File: src/rtl/mod_adjust_counter_pkg.sv
// Shared types and constants for the alarm-clock adjust counters: repeat FSM
// encodings, adjust direction, standard field moduli and default repeat timing.
package mod_adjust_counter_pkg;

  typedef enum logic [1:0] {
    ST_IDLE   = 2'd0,
    ST_DELAY  = 2'd1,
    ST_REPEAT = 2'd2
  } rpt_state_e;

  typedef enum logic [1:0] {
    DIR_NONE = 2'd0,
    DIR_UP   = 2'd1,
    DIR_DN   = 2'd2
  } dir_e;

  localparam int MOD_SEC  = 60;
  localparam int MOD_MIN  = 60;
  localparam int MOD_HR24 = 24;
  localparam int MOD_HR12 = 12;

  localparam int DEF_RPT_DELAY = 50;
  localparam int DEF_RPT_RATE  = 10;

  // Both buttons pressed together is deliberately treated as no request.
  function automatic dir_e decode_dir(input logic up, input logic down);
    if (up && !down) return DIR_UP;
    if (down && !up) return DIR_DN;
    return DIR_NONE;
  endfunction

endpackage

File: src/rtl/mod_adjust_counter_adjust_repeat_fsm.sv
// Press-and-hold auto-repeat engine: one step on press, a step after RPT_DELAY
// ticks, then one step every RPT_RATE ticks while the same direction is held.
module adjust_repeat_fsm
  import mod_adjust_counter_pkg::*;
#(
  parameter int RPT_DELAY = DEF_RPT_DELAY,
  parameter int RPT_RATE  = DEF_RPT_RATE
) (
  input  logic clk,
  input  logic reset,
  input  logic up,
  input  logic down,
  input  logic tick,
  input  logic abort,
  output logic step_up,
  output logic step_dn
);

  localparam int CNT_MAX = (RPT_DELAY > RPT_RATE) ? RPT_DELAY : RPT_RATE;
  localparam int CW      = (CNT_MAX < 2) ? 1 : $clog2(CNT_MAX + 1);
  localparam logic [CW-1:0] DELAY_LAST = CW'(RPT_DELAY - 1);
  localparam logic [CW-1:0] RATE_LAST  = CW'(RPT_RATE - 1);

  rpt_state_e    state_q, state_d;
  dir_e          dir_q, dir_d, dir_req;
  logic [CW-1:0] tick_cnt_q, tick_cnt_d;
  logic          fire;

  always_ff @(posedge clk or posedge reset) begin
    if (reset) begin
      state_q    <= ST_IDLE;
      dir_q      <= DIR_NONE;
      tick_cnt_q <= '0;
    end else begin
      state_q    <= state_d;
      dir_q      <= dir_d;
      tick_cnt_q <= tick_cnt_d;
    end
  end

  always_comb begin
    dir_req    = decode_dir(up, down);
    state_d    = state_q;
    dir_d      = dir_q;
    tick_cnt_d = tick_cnt_q;
    fire       = 1'b0;
    if (abort) begin
      state_d    = ST_IDLE;
      dir_d      = DIR_NONE;
      tick_cnt_d = '0;
    end else if (state_q == ST_IDLE) begin
      if (dir_req != DIR_NONE) begin
        fire       = 1'b1;
        dir_d      = dir_req;
        tick_cnt_d = '0;
        state_d    = ST_DELAY;
      end
    end else if (dir_req == DIR_NONE) begin
      state_d    = ST_IDLE;
      dir_d      = DIR_NONE;
      tick_cnt_d = '0;
    end else if (dir_req != dir_q) begin
      // A direction change while held restarts the press sequence.
      fire       = 1'b1;
      dir_d      = dir_req;
      tick_cnt_d = '0;
      state_d    = ST_DELAY;
    end else if (tick) begin
      if (tick_cnt_q == ((state_q == ST_DELAY) ? DELAY_LAST : RATE_LAST)) begin
        fire       = 1'b1;
        tick_cnt_d = '0;
        state_d    = ST_REPEAT;
      end else begin
        tick_cnt_d = tick_cnt_q + CW'(1);
      end
    end
  end

  always_comb begin
    step_up = fire && (dir_d == DIR_UP);
    step_dn = fire && (dir_d == DIR_DN);
  end

endmodule

File: src/rtl/mod_adjust_counter.sv
// Modulo-MODULUS up/down counter for one alarm-clock time field, with cascade
// carry/borrow, clear/load and a press-and-hold adjust engine.
module mod_adjust_counter
  import mod_adjust_counter_pkg::*;
#(
  parameter int WIDTH     = 6,
  parameter int MODULUS   = 60,
  parameter int RPT_DELAY = DEF_RPT_DELAY,
  parameter int RPT_RATE  = DEF_RPT_RATE
) (
  input  logic             clk,
  input  logic             reset,
  input  logic             clear,
  input  logic             load,
  input  logic [WIDTH-1:0] load_val,
  input  logic             cnt_en,
  input  logic             up,
  input  logic             down,
  input  logic             tick,
  output logic [WIDTH-1:0] count,
  output logic             carry,
  output logic             borrow,
  output logic             at_max,
  output logic             at_zero
);

  localparam logic [WIDTH-1:0] MAX_VAL = WIDTH'(MODULUS - 1);
  localparam logic [WIDTH-1:0] WRAP2   = WIDTH'(MODULUS - 2);
  localparam logic [WIDTH:0]   MOD_EXT = (WIDTH + 1)'(MODULUS);

  logic [WIDTH-1:0] count_q, count_d;
  logic             carry_q, carry_d;
  logic             borrow_q, borrow_d;
  logic             step_up, step_dn;

  adjust_repeat_fsm #(
    .RPT_DELAY(RPT_DELAY),
    .RPT_RATE (RPT_RATE)
  ) u_rpt (
    .clk    (clk),
    .reset  (reset),
    .up     (up),
    .down   (down),
    .tick   (tick),
    .abort  (clear | load),
    .step_up(step_up),
    .step_dn(step_dn)
  );

  always_ff @(posedge clk or posedge reset) begin
    if (reset) begin
      count_q  <= '0;
      carry_q  <= 1'b0;
      borrow_q <= 1'b0;
    end else begin
      count_q  <= count_d;
      carry_q  <= carry_d;
      borrow_q <= borrow_d;
    end
  end

  always_comb begin
    count_d  = count_q;
    carry_d  = 1'b0;
    borrow_d = 1'b0;
    if (clear) begin
      count_d = '0;
    end else if (load) begin
      count_d = ({1'b0, load_val} >= MOD_EXT) ? MAX_VAL : load_val;
    end else begin
      // Net delta of the cascade strobe and an adjust step; +1 and -1 cancel.
      unique case ({cnt_en, step_up, step_dn})
        3'b110: begin
          if (count_q >= WRAP2) begin
            count_d = count_q - WRAP2;
            carry_d = 1'b1;
          end else begin
            count_d = count_q + WIDTH'(2);
          end
        end
        3'b100, 3'b010: begin
          if (count_q == MAX_VAL) begin
            count_d = '0;
            carry_d = 1'b1;
          end else begin
            count_d = count_q + WIDTH'(1);
          end
        end
        3'b001: begin
          if (count_q == '0) begin
            count_d  = MAX_VAL;
            borrow_d = 1'b1;
          end else begin
            count_d = count_q - WIDTH'(1);
          end
        end
        default: count_d = count_q;
      endcase
    end
  end

  assign count   = count_q;
  assign carry   = carry_q;
  assign borrow  = borrow_q;
  assign at_max  = (count_q == MAX_VAL);
  assign at_zero = (count_q == '0);

endmodule
File: config.mk
export PLATFORM = sky130hd
export DESIGN_NAME = mod_adjust_counter
export DESIGN_NICKNAME = d
export VERILOG_FILES = /design/src/rtl/mod_adjust_counter_pkg.sv /design/src/rtl/mod_adjust_counter_adjust_repeat_fsm.sv /design/src/rtl/mod_adjust_counter.sv
export SDC_FILE = /design/constraint.sdc
export NUM_CORES = 1
export LEC_CHECK = 0
export CAP_MARGIN = 10
export CORE_AREA = 3 3 76 92
export CTS_BUF_LIST = sky130_fd_sc_hd__clkbuf_16
export DETAILED_ROUTE_END_ITERATION = 8
export DIE_AREA = 0 0 79 95
export MAX_ROUTING_LAYER = met4
export PLACE_DENSITY = 0.59
export SLEW_MARGIN = 30
export SYNTH_ARGS = -nofsm -noshare
export SYNTH_HDL_FRONTEND = slang
export SYNTH_HIERARCHICAL = 1
export SYNTH_SLANG_ARGS = --single-unit
File: constraint.sdc
create_clock -name clk -period 6 [get_ports clk]
set_input_delay 0.6 -clock clk [delete_from_list [all_inputs] [get_ports clk]]
set_output_delay 0.6 -clock clk [all_outputs]
set_load 0.005 [all_outputs]
==> flow_summary.yaml, run 1 <==
layout:
  final_cells: 306
  antenna_cells: 0
  fin_util: 0.352
  fin_nets: 250
  syn_to_final_growth_pct: 18.2
  finalInstanceArea_um2: 2160
  layout-drive-gt1-share: 0.116
power_and_ir_drop:
  swShare: 0.295
  design_power_total_mw: 0.368
  power_per_cell_area_nw_per_um2: 171
  pwr-share-clk: 0.359
  p_int_mw: 0.260
  pwr-share-seq: 0.381
  p_leak_nw: 0.814
  p_switching_mw: 0.109
  max-vdd-ir-drop_uv: 163
  combPwrFrac: 0.260
timing:
  min_period_ns: 3.55
  rsz0062_at_grt: "false"
  totalNegativeSetupSlack_ns: 0
  setup_ws_ns: 2.45
  fmax_ghz: 0.282
  slew_headroom: 0.566
  setup_viol: 0
  slew_viol_final: 0
  tightestPinTransition_ns: 0.651
  fin_crit_sh: 0.591
  hold_viol_final: 0
  hold_slack_ns: 0.524
  clock_skew_ns: 0.00141
setup_path:
  cp.required_ns: 6.14
  rrSetupSlack_ns: 2.91
  worstSetupPathType: "in -> reg"
  worst_r2r_endpoint: "count[2]"
  worstSetupEndpointType: "flip-flop"
  path_max_fanout: 13
  critical_path.startpoint: "load"
  crit_path_start_kind: "input pin"
  worstPathArrival_ns: 3.69
  rr_worst_depth: 11
  worstReg2RegStart: "u_rpt/tick_cnt_q[1]"
synthesis:
  netlist_instances: 207
  yosysWarnings: 6
  synthesis.nets: 231
  netlist_area_um2: 1820
  ys_ff_latch: 18
  synth.avg_cell_area_um2: 8.81
  synth_cell_types: 61
  synth_edf_count: 0
  synthFlopType: "dfrtp_1"
  synth_seq_area_share: 0.247
  ys_async_sr_fraction: 1.00
clocking:
  clock_path_buffers: 2
  cts_tree: "yes"
  path_clk_slew_ns: 0.05
  cts_hold_buf: 0
  post_cts_buffers: 0
  htreeDepth: 1
  cts_sinks: 18
  cts.root.buffer_cell: "clkbuf_16"
  cts_buffers: 3
  ctsResizeCount: 0
  clk_latency_ns: 0.25
die:
  start_util: 0.298
  rows: 31
  die_area_um2: 7510
  fp.coreArea_um2: 6130
  die_w_um: 79
  io_pins: 24
  die_y_um: 95
grt:
  grt_pass1_wl_mm: 7.12
  first_global_vias: 1408
  grt_max_degree: 19
  grtUsageTotal: 0.124
  grt_antenna_before_repair: 0
  grt_overflow: 0
drt:
  via_count: 1563
  vias_per_cell: 5.11
  first_pass_iters: 4
  drt_iter0_markers: 158
  drt_drc_violations_left: 0
  routed_wl_mm: 4.34
  wire_per_inst_um: 14.2
  drtAntennaViolNets: 0
hold_path:
  holdPathEnd: "u_rpt/state_q[0]"
  min_from: "u_rpt/state_q[0]"
  hp-class: "reg -> reg"
  min_path_cells: 2
job:
  cap_violations: 0
status:
  status: "completed"
placement:
  port_buffers: 23
  gp_congestion: 0.925
  place_worst_setup_slack_ns: 2.22
  dpl_cell_area_um2: 2080
  hpwl_mm: 3.34
  dpl.cell_count: 303
## logic make-up (layout without fill, tap and decap cells)
logic type,Yosys count,count (layout),share of synthesized area
compound gates,52,52,0.227
xor+xnor,11,11,0.0569
fa+ha+maj,10,10,0.0686
buf+inv,24,41,0.0720
flops,18,18,0.247
mux,2,2,0.0117
simple gates,90,90,0.317
## layer usage
| layer | up-vias | GRT usage | wire (um) |
|---|---|---|---|
| li1 | 788 | - | - |
| met1 | 750 | 0.158 | 1930 |
| met2 | 23 | 0.208 | 2220 |
| met3 | 2 | 0.0210 | 163 |
| met4 | 0 | 0.0215 | 27 |
| met5 | - | - | 0 |
## flip-flops by register name, summed over array words and instances (netlist names)
register,count
u_rpt/dir_q,2
count,6
u_rpt/tick_cnt_q,6
u_rpt/state_q,2
borrow,1
carry,1
## cells in the final DEF, fill, tap and decap left out, types with 5 or more instances in the layout
cell             count
clkdlybuf4s50_1     23
nor2_1              18
dfrtp_1             18
inv_1               15
nand2_1             15
o21ai_0             11
nand3_1             10
ha_1                10
xor2_1               8
nor2b_1              8
a21oi_1              8
nand2b_1             5
nor3_1               5
## cell type report
| type | count | area, um^2 |
|---|---|---|
| Sequential cell | 18 | 450 |
| Fill cell | 648 | 3970 |
| Inverter | 15 | 56.3 |
| Multi-Input combinational cell | 165 | 1240 |
| Timing Repair Buffer | 23 | 230 |
| Clock buffer | 3 | 75.1 |
| Tap cell | 82 | 103 |
## synth_stat cells, types with 3 or more instances
cell type  count  area, um^2
ha_1          10         125
inv_1         15        56.3
a22oi_1        3        22.5
o21ai_0       11        55.1
nand2b_1       5        31.3
buf_4          5        37.5
nand2b_4       3        41.3
and3_1         3        18.8
buf_6          3        33.8
dfrtp_1       18         450
nor2b_1        8        50.1
o21ai_1        3        15.0
a21oi_1        8        40.0
nand2_1       15        56.3
nor3_1         5        25.0
nor2_1        18        67.6
nand3_1       10        50.1
xor2_1         8        70.1
## worst max-delay path by stage
stage               endpoint  slack [ns]  depth (start not counted)
floorplan           count[3]        3.37                         12
global placement    count[3]        2.36                         11
detailed placement  count[3]        2.22                         11
CTS                 count[3]        2.47                         11
global route        count[3]        2.10                         11
finish              count[2]        2.45                         10
## power by group through the flow
| stage | logic [mW] | registers (mW) | clock network [mW] |
|---|---|---|---|
| after detailed placement | 0.0959 | 0.142 | 0 |
| after global routing | 0.106 | 0.142 | 0.142 |
| after CTS | 0.0962 | 0.140 | 0.136 |
| after floorplan | 0.0733 | 0.134 | 0 |
| after global placement | 0.0955 | 0.143 | 0 |
| final | 0.0957 | 0.140 | 0.132 |
## critical path, stage by stage
cell and delay (ns):
clkdlybuf4s50_1 0.64, nor2_1 0.29, inv_1 0.21, or2_4 0.33, a21oi_1 0.15, and3b_1 0.39
inv_1 0.19, xnor2_1 0.40, a2111oi_1 0.15, a221oi_1 0.32
Note: power is estimated with default switching activity, not from simulation.
==> inputs of run 2 (changes only) <==
PLACE_DENSITY = 0.6   (was 0.59)
clock period = 3.2 ns   (was 6 ns; I/O delays follow)
==> run 2 against run 1 <==
Worst hold slack got worse by 0.15 ns; final cell count rose by 3.3%; combinational power rose by 100%; routed wire length rose by 3.2%; highest routed layer unchanged; total power rose by 92%; critical endpoint is now count[3].
==> flow_summary.yaml, run 2 (synthesis results as in run 1) <==
status:
  status: "completed"
clocking:
  path_clk_slew_ns: 0.05
  clock_path_buffers: 2
  cts.root.buffer_cell: "clkbuf_16"
  post_cts_buffers: 0
  cts_buffers: 3
  htreeDepth: 1
  clk_latency_ns: 0.25
  cts_sinks: 18
  cts_tree: "yes"
setup_path:
  worst_r2r_endpoint: "count[3]"
  worstReg2RegStart: "u_rpt/tick_cnt_q[1]"
  worstSetupPathType: "reg -> reg"
  worstSetupEndpointType: "flip-flop"
  path_max_fanout: 7
  rrSetupSlack_ns: 0.29
  worstPathArrival_ns: 3.05
  crit_path_start_kind: "flip-flop"
  cp.required_ns: 3.34
  rr_worst_depth: 12
drt:
  drt_drc_violations_left: 0
  drt_iter0_markers: 91
  routed_wl_mm: 4.48
  first_pass_iters: 4
  drtAntennaViolNets: 0
  vias_per_cell: 5.07
  wire_per_inst_um: 14.2
  via_count: 1603
timing:
  slew_viol_final: 0
  slew_headroom: 0.583
  fin_crit_sh: 0.911
  setup_viol: 0
  tightestPinTransition_ns: 0.623
  fmax_ghz: 0.343
  setup_ws_ns: 0.286
  hold_viol_final: 0
  clock_skew_ns: 0.00252
  totalNegativeSetupSlack_ns: 0
  min_period_ns: 2.91
  rsz0062_at_grt: "false"
die:
  fp.coreArea_um2: 6130
  die_y_um: 95
  rows: 31
  die_area_um2: 7510
  die_w_um: 79
  io_pins: 24
  start_util: 0.298
layout:
  fin_nets: 259
  seq_area_um2: 450
  final_common_cell: "clkdlybuf4s50_1"
  syn_to_final_growth_pct: 22.4
  n_fill_cell: 664
  final_cell_mix: "23 x clkdlybuf4s50_1, 18 x nor2_1, 18 x dfrtp_1, 15 x inv_1, 15 x nand2_1"
  antenna_cells: 0
  multi_input_area_um2: 1250
  layout-drive-gt1-share: 0.154
grt:
  grt_antenna_before_repair: 0
  grtUsageTotal: 0.130
  first_global_vias: 1509
  grt_pass1_wl_mm: 7.50
  grt_max_degree: 14
  grt_overflow: 0
hold_path:
  hp-class: "in -> async"
power_and_ir_drop:
  p_leak_nw: 0.865
  max-vdd-ir-drop_uv: 126
  design_power_total_mw: 0.708
  power_per_cell_area_nw_per_um2: 317
job:
  cap_violations: 0
placement:
  hpwl_mm: 3.48
  port_buffers: 23
  place_worst_setup_slack_ns: 0.0363
  gp_congestion: 0.903
-- run 2: changes by cell type in the layout (fill, tap and decap cells not counted), sizes merged --
cell    previous run  this run
buf                0         9
clkinv             0         1
-- run 2: repair_timing --
item,in CTS,in global routing
resized for setup,0,1
setup endpoints to repair,0,2
hold buffers,0,0
-- run 2: per-layer routing --
metal  up-vias  wire length (um)  track usage
li1        808                 -            -
met1       742              1970        0.167
met2        40              2180        0.206
met3        13               179       0.0134
met4         0               148       0.0602
met5         -                 0            -
-- run 2: worst max path at each step --
stage	from	endpoint	cells past startpoint
final	u_rpt/tick_cnt_q[1]	count[3]	12
after global routing	down	count[2]	12
after CTS	u_rpt/tick_cnt_q[1]	count[3]	12
after detailed placement	down	count[3]	12
after global placement	down	count[3]	12
after floorplan	u_rpt/tick_cnt_q[1]	count[3]	13
-- run 2: final cells by class --
cell class	instances	share of cell area
Clock buffer	3	0.0336
Clock inverter	1	0.00168
Inverter	15	0.0252
Multi-Input combinational cell	165	0.559
Sequential cell	18	0.202
Tap cell	82	0.0459
Timing Repair Buffer	32	0.133
-- run 2: per-stage QoR --
step | cells | hold WS, ns | instance area, um^2 | utilization
2_1_floorplan | 207 | 0.136 | 1820 | -
3_3_place_gp | 312 | 0.514 | 2150 | 0.351
3_5_place_dp | 312 | 0.513 | 2150 | 0.351
4_1_cts | 316 | 0.385 | 2230 | 0.364
5_1_grt | 316 | 0.426 | 2230 | 0.364
6_report | 316 | 0.370 | 2230 | 0.364
-- run 2: critical path, cell delays in order, from the launching register on --
cell       delay [ns]
dfrtp_1          0.40
inv_1            0.08
ha_1             0.17
nor4bb_1         0.21
and3_1           0.28
o21ai_0          0.10
a21oi_1          0.18
and3b_1          0.37
nor3b_4          0.40
nand3_1          0.11
o21ai_1          0.11
nor4b_2          0.08
a2111oi_2        0.31
-- run 2: power by group --
| group | switching, mW | internal (mW) |
|---|---|---|
| Clock | 0.0901 | 0.166 |
| Combinational | 0.0986 | 0.0930 |
| Sequential | 0.0235 | 0.236 |
